--- config.mk ---
export PLATFORM = sky130hd
export DESIGN_NAME = mbus_sleep_req_gen
export DESIGN_NICKNAME = d
export VERILOG_FILES = /design/src/rtl/mbus_sleep_req_gen.sv
export SDC_FILE = /design/constraint.sdc
export NUM_CORES = 1
export LEC_CHECK = 0
export CORE_AREA = 2 2 42 44
export DETAILED_ROUTE_END_ITERATION = 6
export DIE_AREA = 0 0 44 46
export GPL_TIMING_DRIVEN = 0
export PLACE_DENSITY = 0.83
export SYNTH_ARGS = -nofsm -noshare
export SYNTH_HDL_FRONTEND = slang
export SYNTH_SLANG_ARGS = --single-unit
--- constraint.sdc ---
create_clock -name CLKIN -period 2.5 [get_ports CLKIN]
set_clock_uncertainty 0.15 [all_clocks]
set_input_delay 0.375 -clock CLKIN [delete_from_list [all_inputs] [get_ports CLKIN]]
set_output_delay 0.375 -clock CLKIN [all_outputs]
set_load 0.01 [all_outputs]
--- src/rtl/mbus_sleep_req_gen.sv ---
// Sleep-request qualifier in front of the MBus sleep controller. It waits for a quiet bus,
// holds SLEEP_REQ until power-gating is confirmed, and reports done, abort or timeout.
module mbus_sleep_req_gen #(
  parameter int IDLE_CYCLES = 4,
  parameter int ACK_TIMEOUT = 16,
  parameter int CNT_W       = 5
) (
  input  logic       CLKIN,
  input  logic       RESETn,
  input  logic       BUS_SLEEP_MSG,
  input  logic       LC_SLEEP_REQ,
  input  logic       BUS_BUSY,
  input  logic       WAKEUP_REQ,
  input  logic       PG_CLR_BUSY,
  output logic       SLEEP_REQ,
  output logic [1:0] SLEEP_SRC,
  output logic       SLEEP_DONE,
  output logic       SLEEP_ABORT,
  output logic       SLEEP_ERR
);

  typedef enum logic [1:0] {
    S_IDLE    = 2'd0,
    S_QUALIFY = 2'd1,
    S_REQ     = 2'd2,
    S_DRAIN   = 2'd3
  } state_t;

  localparam logic [CNT_W-1:0] IDLE_LAST = CNT_W'(IDLE_CYCLES - 1);
  localparam logic [CNT_W-1:0] ACK_LAST  = CNT_W'(ACK_TIMEOUT - 1);

  state_t           state_q, state_d;
  logic [CNT_W-1:0] cnt_q, cnt_d;
  logic [1:0]       src_q, src_d;
  logic             req_q, req_d;
  logic             done_q, done_d;
  logic             abort_q, abort_d;
  logic             err_q, err_d;

  always_ff @(posedge CLKIN or negedge RESETn) begin
    if (!RESETn) begin
      state_q <= S_IDLE;
      cnt_q   <= '0;
      src_q   <= 2'b00;
      req_q   <= 1'b0;
      done_q  <= 1'b0;
      abort_q <= 1'b0;
      err_q   <= 1'b0;
    end else begin
      state_q <= state_d;
      cnt_q   <= cnt_d;
      src_q   <= src_d;
      req_q   <= req_d;
      done_q  <= done_d;
      abort_q <= abort_d;
      err_q   <= err_d;
    end
  end

  // Outputs are computed for the state being entered, so every output is a plain flop.
  always_comb begin
    state_d = state_q;
    cnt_d   = cnt_q;
    src_d   = src_q;
    req_d   = 1'b0;
    done_d  = 1'b0;
    abort_d = 1'b0;
    err_d   = 1'b0;

    unique case (state_q)
      S_IDLE: begin
        cnt_d = '0;
        if ((BUS_SLEEP_MSG || LC_SLEEP_REQ) && !WAKEUP_REQ) begin
          state_d = S_QUALIFY;
          src_d   = {LC_SLEEP_REQ, BUS_SLEEP_MSG};
        end
      end

      S_QUALIFY: begin
        if (WAKEUP_REQ) begin
          state_d = S_IDLE;
          cnt_d   = '0;
          src_d   = 2'b00;
          abort_d = 1'b1;
        end else begin
          src_d = src_q | {LC_SLEEP_REQ, BUS_SLEEP_MSG};
          if (BUS_BUSY) begin
            cnt_d = '0;
          end else if (cnt_q == IDLE_LAST) begin
            state_d = S_REQ;
            cnt_d   = '0;
            req_d   = 1'b1;
          end else begin
            cnt_d = cnt_q + CNT_W'(1);
          end
        end
      end

      // Committed: wake-up no longer cancels; an acknowledge beats a simultaneous timeout.
      S_REQ: begin
        if (PG_CLR_BUSY) begin
          state_d = S_DRAIN;
          cnt_d   = '0;
          done_d  = 1'b1;
        end else if (cnt_q == ACK_LAST) begin
          state_d = S_IDLE;
          cnt_d   = '0;
          src_d   = 2'b00;
          err_d   = 1'b1;
        end else begin
          cnt_d = cnt_q + CNT_W'(1);
          req_d = 1'b1;
        end
      end

      S_DRAIN: begin
        cnt_d = '0;
        if (!PG_CLR_BUSY) begin
          state_d = S_IDLE;
          src_d   = 2'b00;
        end
      end

      default: begin
        state_d = S_IDLE;
        cnt_d   = '0;
        src_d   = 2'b00;
      end
    endcase
  end

  assign SLEEP_REQ   = req_q;
  assign SLEEP_SRC   = src_q;
  assign SLEEP_DONE  = done_q;
  assign SLEEP_ABORT = abort_q;
  assign SLEEP_ERR   = err_q;

endmodule

=== Word level (Yosys, flattened, before mapping) ===
Cells that the tools add are included.

* Add/subtract/negate cells: 1
* Eq/ne operators: 12
* Mux-type cells: 31
* Bitwise gates (word level): 1
* Reductions and logical operators: 7

{| class="wikitable"
|+ Operator list
! operator !! number
|-
| $mux 5 || 5
|-
| $mux 2 || 10
|-
| $pmux 2 s4 || 2
|-
| $pmux 5 s3 || 1
|-
| $mux 1 || 12
|-
| $ne 3x3->1 const B || 3
|-
| $ne 2x2->1 const B || 4
|-
| $add 5x1->5 const B || 1
|-
| $eq 5x2->1 const B || 1
|-
| $eq 5x4->1 const B || 1
|-
| $reduce_and 5->1 || 1
|-
| $eq 2x2->1 const B || 2
|-
| $reduce_and 4->1 || 1
|-
| $eq 2x1->1 const B || 1
|-
| $logic_not 2->1 || 1
|-
| $or 2x2->2 || 1
|-
| $pmux 1 s2 || 1
|-
| $reduce_or 2->1 || 1
|-
| $logic_and 1x1->1 || 1
|-
| $logic_not 1->1 || 1
|-
| $logic_or 1x1->1 || 1
|}

* Register bits after elaboration: 13
* Output and inout bits: 6

=== Depth between registers and ports, before layout ===
Gate-level depths: netlist of the first run.

* Word-level depth: 5
* Gate-level depth with buffers: 8
* Gate-level depth less buffers: 8

=== Worst setup path before layout of the first run ===
OpenSTA, ideal clock, no wires.

* Kind: register -> register
* Start: register cnt_q[0]
* End: register src_q[0], in the netlist SLEEP_SRC[0]
* Setup time: 0.124 ns
* Arrival time: 1.570 ns
* Data required time: 2.226 ns
* Setup slack: 0.656 ns
* Stages on the path, launching flop included: 9
* Path buffers: 0
* Period minus slack after synthesis: 1.844 ns
* Cell sequence: dfrtp_1 -> ha_1 -> nand3_1 -> inv_1 -> ha_1 -> inv_1 -> o21ai_0 -> and4_1 -> a211o_1

* Word-level cells in the longest chain between the ends: 3

{| class="wikitable"
|+ Ends and longest elaborated chain
! what !! RTL line !! RTL
|-
| start: declaration || 33 || <nowiki>logic [CNT_W-1:0] cnt_q, cnt_d;</nowiki>
|-
| start signal: assignment || 51 || <nowiki>cnt_q <= cnt_d;</nowiki>
|-
| $eq 5x4->1 || 105 || <nowiki>end else if (cnt_q == ACK_LAST) begin</nowiki>
|-
| $ne 2x2->1 (no line) || -- ||
|-
| $reduce_and 4->1 (no line) || -- ||
|-
| end signal: assignment || 52 || <nowiki>src_q <= src_d;</nowiki>
|-
| end: declaration || 34 || <nowiki>logic [1:0] src_q, src_d;</nowiki>
|}

No other way between the ends.
A chain may end at the register's enable or synchronous reset.

=== Worst setup path after layout of the first run ===
* Start: register cnt_q[0]
* End: register src_q[1], in the netlist SLEEP_SRC[1]

The elaborated chain is that of the path after synthesis.

==> metrics.txt, run 1 <==
status=completed; sequential area share after synthesis=44.8%; Hold-fix buffers, CTS=0; CTS Root Cell=clkbuf_4; Synth-to-Final Area Change=23.1%; Core Area=1610 µm²; final setup fails=0; die span in x=44 µm; R2R depth=8; H-tree levels=1; max-cap violation count=0; Gate power share=41.5%; min Tclk post-route=2.03 ns; max-slew violation count=0; Netlist cell types=26; placed cell areas=868 µm²; ys async rst share=100%; Power Density=783 nW/µm²; TritonCTS buffer count=3; CP Launch Type=flip-flop; leading cell type in the layout, fill and taps excluded=dfrtp_1; fin nets=100; first-pass GRT wire length=2150 µm; initial antenna violation count=0; setup TNS=0 ns; Skew-Pair Late Insertion Delay=0.27 ns; synthesized flop and latch total=13; DR pass1 iterations=4; number of diodes=0; syn_area_per_cell=10.8 µm²; worst hold stages=1; CP max stage delay=0.37 ns; GPL Wtd Cong=0.746; Final period util=81.4%; Fmax=492 MHz; placed insts=96; largest net degree at the start of global routing=14; cell area after layout=895 µm²; final non-filler cell total=100; FILL cells=132; Setup Fix Bufs, Post-CTS=0; GR Overflow Total=0; VDD IR max=460 µV; Cell Area, Synth=727 µm²; final WL=1290 µm; Power Total=0.701 mW; Max FO, Critical Path=3; ANT nets after route=0; CP bufs+invs=2; Synth Instances=67; CTS tree=yes; WHS=0.314 ns; Switching Share=33.6%; clock sinks=13; # port buffers=12; Routed wire per std cell=12.9 µm; CP Data Arrival Time=2.04 ns; Synth Flop Type=dfrtp_1; Critical Path RT=2.51 ns; gr usage total=15.0%; via count=520; Rows=15; Crit. End Element=flip-flop; Reg power frac=40.4%; Fin. Hold Viols=0; worst-case clock buffer depth=2; RSZ-0062 raised after global routing=no; share of cells above drive strength 1=9.64%; CTS clk-pin slew, worst paths=0.07 ns; Stages on worst setup path=8; DIE HEIGHT=46 µm; vias per inst=5.20; clock network fraction of design power=18.0%; Worst path top cell family by delay=compound AO/OA/AOI/OAI gates; Mapped Nets=83; min-delay worst type=reg2reg; total die area=2020 µm²; worst path cell trace=ha_1, nand3_1, inv_1, ha_1, inv_1, o21ai_0, nand2_1, a211o_1; Initial Utilization=45.0%; number of flops mapped to enable cells by yosys=0; Least-Margin Pin Slew=0.571 ns; CP max stage cell=dfrtp_1; Crit Path Class=reg2reg; DP HPWL=1030 µm; DRC=0; Starting DRT DRC Count=9; vias in the first global route=509; slew margin rel.=61.8%; Internal Dissipation=0.465 mW; number of gates resized after cts=0; static leakage=0.429 nW; YS warnings=0; highest-count cells in the layout ignoring fill and taps=13 x dfrtp_1, 12 x clkdlybuf4s50_1, 9 x ha_1, 7 x nor2_1, 6 x inv_1; num ports=13; switching power=0.236 mW
[Yosys cell counts (all sizes together) (2+ instances only)]
cell / n / area (µm²)
nor2: 8 / 32.5
nand2b: 2 / 12.5
and2: 2 / 12.5
dfrtp: 13 / 325
ha: 9 / 113
o21ai: 2 / 10.0
a211o: 2 / 17.5
and4: 2 / 17.5
nand2: 3 / 11.3
nand3: 3 / 15.0
inv: 6 / 22.5
nor3b: 2 / 15.0
[metrics by stage]
stage          worst slack (ns)  util [%]
2_1_floorplan             0.656         -
3_3_place_gp              0.395      53.8
3_5_place_dp              0.386      53.8
4_1_cts                   0.476      55.4
5_1_grt                   0.296      55.4
6_report                  0.466      55.4
[area by class of cell]
class	instances	area (µm²)	share of cell area, %
sequential	13	325	36.4
clock buffer	4	26.3	2.94
inverter	6	22.5	2.52
multi-input combinational	48	379	42.4
timing repair buffer	12	120	13.4
tap	17	21.3	2.38
[layer usage]
layer	vias to the layer above	GRT usage, %	wire (µm)
met4	0	10.9	25
met2	13	23.8	642
li1	264	-	-
met1	239	17.2	564
met3	4	4.37	53
met5	-	0	0
[registers in the layout, summed over array words and instances, names as in the netlist]
signal / count
SLEEP_SRC: 2
cnt_q: 5
SLEEP_DONE: 1
state_q: 2
SLEEP_REQ: 1
SLEEP_ABORT: 1
SLEEP_ERR: 1
[logic make-up after synthesis]
family / Yosys count / share of synthesized area, %
and+or+nand+nor: 25 / 20.0
adders and majority gates: 9 / 15.5
DFF: 13 / 44.8
xor gates and xnor gates: 2 / 2.41
AOI/OAI and AO/OA: 10 / 10.8
muxes: 2 / 3.44
buffers and inverters: 6 / 3.10
[power groups by stage]
stage / Clock [mW] / Sequential [mW] / Combinational, mW
floorplan: 0 / 0.294 / 0.179
global placement: 0 / 0.284 / 0.284
detailed placement: 0 / 0.288 / 0.292
CTS: 0.131 / 0.284 / 0.294
global route: 0.140 / 0.289 / 0.330
finish: 0.126 / 0.283 / 0.291
[path summary, 6_finish.rpt]
kind | from | end | slack [ns]
setup / recovery | cnt_q[0]$_DFF_PN0_ | SLEEP_SRC[1]$_DFFE_PN0P_ | 0.47
hold / removal | cnt_q[0]$_DFF_PN0_ | cnt_q[0]$_DFF_PN0_ | 0.31
setup reg to reg | cnt_q[0]$_DFF_PN0_ | SLEEP_SRC[1]$_DFFE_PN0P_ | 0.47
hold reg to reg | cnt_q[0]$_DFF_PN0_ | cnt_q[0]$_DFF_PN0_ | 0.31
max in group asynchronous | RESETn | state_q[1]$_DFFE_PN0P_ | 1.51
min in group asynchronous | RESETn | SLEEP_ABORT$_DFF_PN0_ | 0.32
No activity file was read; power rests on OpenSTA's default activity.
==> run 2, diff against run 1 <==
==> constraint.sdc (replaced) <==
create_clock -name CLKIN -period 2.1 [get_ports CLKIN]
set_clock_uncertainty 0.15 [all_clocks]
set_input_delay 0.315 -clock CLKIN [delete_from_list [all_inputs] [get_ports CLKIN]]
set_output_delay 0.315 -clock CLKIN [all_outputs]
set_load 0.01 [all_outputs]
==> run 2 against run 1 <==
Net effect: combinational power increased by 20%; highest routed layer unchanged; sequential share of layout area stayed put; global-route usage is the same; die area unchanged.
==> metrics.txt, run 2 (synthesized netlist as in run 1, its figures left out) <==
H-tree levels=1 (unchanged); max reg flops=5 (unchanged); static leakage=0.429 nW (about the same); TritonCTS buffer count=3 (unchanged); Hold-fix buffers, CTS=0 (unchanged); max-slew violation count=0 (unchanged); final non-filler cell total=100 (unchanged); DIE HEIGHT=46 µm (unchanged); DR pass1 iterations=4 (unchanged); Final period util=93.9% (+13 points); cell area after layout=895 µm² (unchanged); DRC=0 (unchanged); number of diodes=0 (unchanged); Skew-Pair Late Insertion Delay=0.27 ns (about the same); final worst slack=0.128 ns (-0.338 ns); clock sinks=13 (unchanged); Synth-to-Final Area Change=23.1% (unchanged); Crit Path Class=reg2reg; Fmax=507 MHz (+3.1%); GPL Wtd Cong=0.746 (unchanged); Rows=15 (unchanged); status=completed; RSZ-0062 raised after global routing=no; Core Area=1610 µm² (unchanged); Initial Utilization=45.0% (unchanged); placed cell areas=868 µm² (unchanged); leading cell type in the layout, fill and taps excluded=dfrtp_1; highest-count cells in the layout ignoring fill and taps=13 x dfrtp_1, 12 x clkdlybuf4s50_1, 9 x ha_1, 7 x nor2_1, 6 x inv_1; Max FO, Critical Path=3 (unchanged); Routed wire per std cell=13.0 µm (+0.78%); CTS tree=yes; Critical Path RT=2.11 ns (-0.40 ns); Power Density=935 nW/µm² (+19%); vias per inst=5.21 (+0.19%); max-cap violation count=0 (unchanged); largest net degree at the start of global routing=14 (unchanged); first-pass GRT wire length=2150 µm (unchanged); CTS Root Cell=clkbuf_4; Power Total=0.836 mW (+19%); placed insts=96 (unchanged); num ports=13 (unchanged); share of cells above drive strength 1=9.64% (unchanged); worst-case clock buffer depth=2 (unchanged); Crit. End Element=flip-flop; DP HPWL=1030 µm (unchanged); Fin. Hold Viols=0 (unchanged); VDD IR max=549 µV (+19%); pre-CTS setup slack=0.0455 ns (-0.340 ns); initial antenna violation count=0 (unchanged); min-delay worst type=in2async; Least-Margin Pin Slew=0.571 ns (unchanged); gr usage total=15.0% (unchanged); via count=521 (+0.19%); final setup fails=0 (unchanged); CP Data Arrival Time=1.98 ns (-0.06 ns); CP Launch Type=flip-flop; WHS=0.255 ns (-0.0595 ns); min Tclk post-route=1.97 ns (-0.0620 ns); utilization after layout=55.4% (unchanged); CTS clk-pin slew, worst paths=0.07 ns (about the same); ANT nets after route=0 (unchanged); slew margin rel.=61.8% (unchanged); total die area=2020 µm² (unchanged); die span in x=44 µm (unchanged); Starting DRT DRC Count=11 (+2); Top reg by flops=cnt_q; final WL=1300 µm (+0.78%); # port buffers=12 (unchanged); setup TNS=0 ns (unchanged); GR Overflow Total=0 (unchanged); vias in the first global route=509 (unchanged); fin nets=100 (unchanged)
==> run 2: area by class of cell <==
cell class	count	area, µm²
flip-flops and latches	13	325
multi-input cells	48	379
inverters	6	22.5
well taps	17	21.3
clock buffers	4	26.3
repair buffers	12	120
fillers	132	719
==> run 2: path summary, 6_finish.rpt <==
check / start / end / slack (ns) / cells after the start
worst min register to register: cnt_q[0]$_DFF_PN0_ / cnt_q[0]$_DFF_PN0_ / 0.31 / 1
max in group asynchronous: RESETn / state_q[1]$_DFFE_PN0P_ / 1.17 / 1
worst max register to register: cnt_q[0]$_DFF_PN0_ / SLEEP_SRC[0]$_DFFE_PN0P_ / 0.13 / 8
worst min-delay path: RESETn / SLEEP_ABORT$_DFF_PN0_ / 0.25 / 1
worst max-delay path: cnt_q[0]$_DFF_PN0_ / SLEEP_SRC[0]$_DFFE_PN0P_ / 0.13 / 8
min in group CLKIN: cnt_q[0]$_DFF_PN0_ / cnt_q[0]$_DFF_PN0_ / 0.31 / 1
==> run 2: repair_timing <==
item                       CTS  global route
resized for setup            0             1
setup endpoints to repair    0             2
buffers inserted             0             0
==> run 2: layer usage <==
layer	part of all wire, %	up-vias	global-route usage [%]
met4	1.9	0	10.9
met3	4.8	4	4.37
met1	44	236	17.2
met2	50	16	23.8
met5	0	-	0
li1	-	265	-
==> run 2: critical path, stage by stage, from the launching register on <==
cell,delay (ns)
dfrtp_1,0.40
ha_1,0.24
nand3_1,0.10
inv_1,0.05
ha_1,0.21
inv_1,0.13
o21ai_1,0.11
and4_1,0.21
a211o_1,0.26
==> run 2: power breakdown <==
part           internal (mW)  switching, mW  leakage, nW
registers              0.300         0.0371        0.175
logic                  0.180          0.168        0.239
clock network         0.0736         0.0770       0.0150
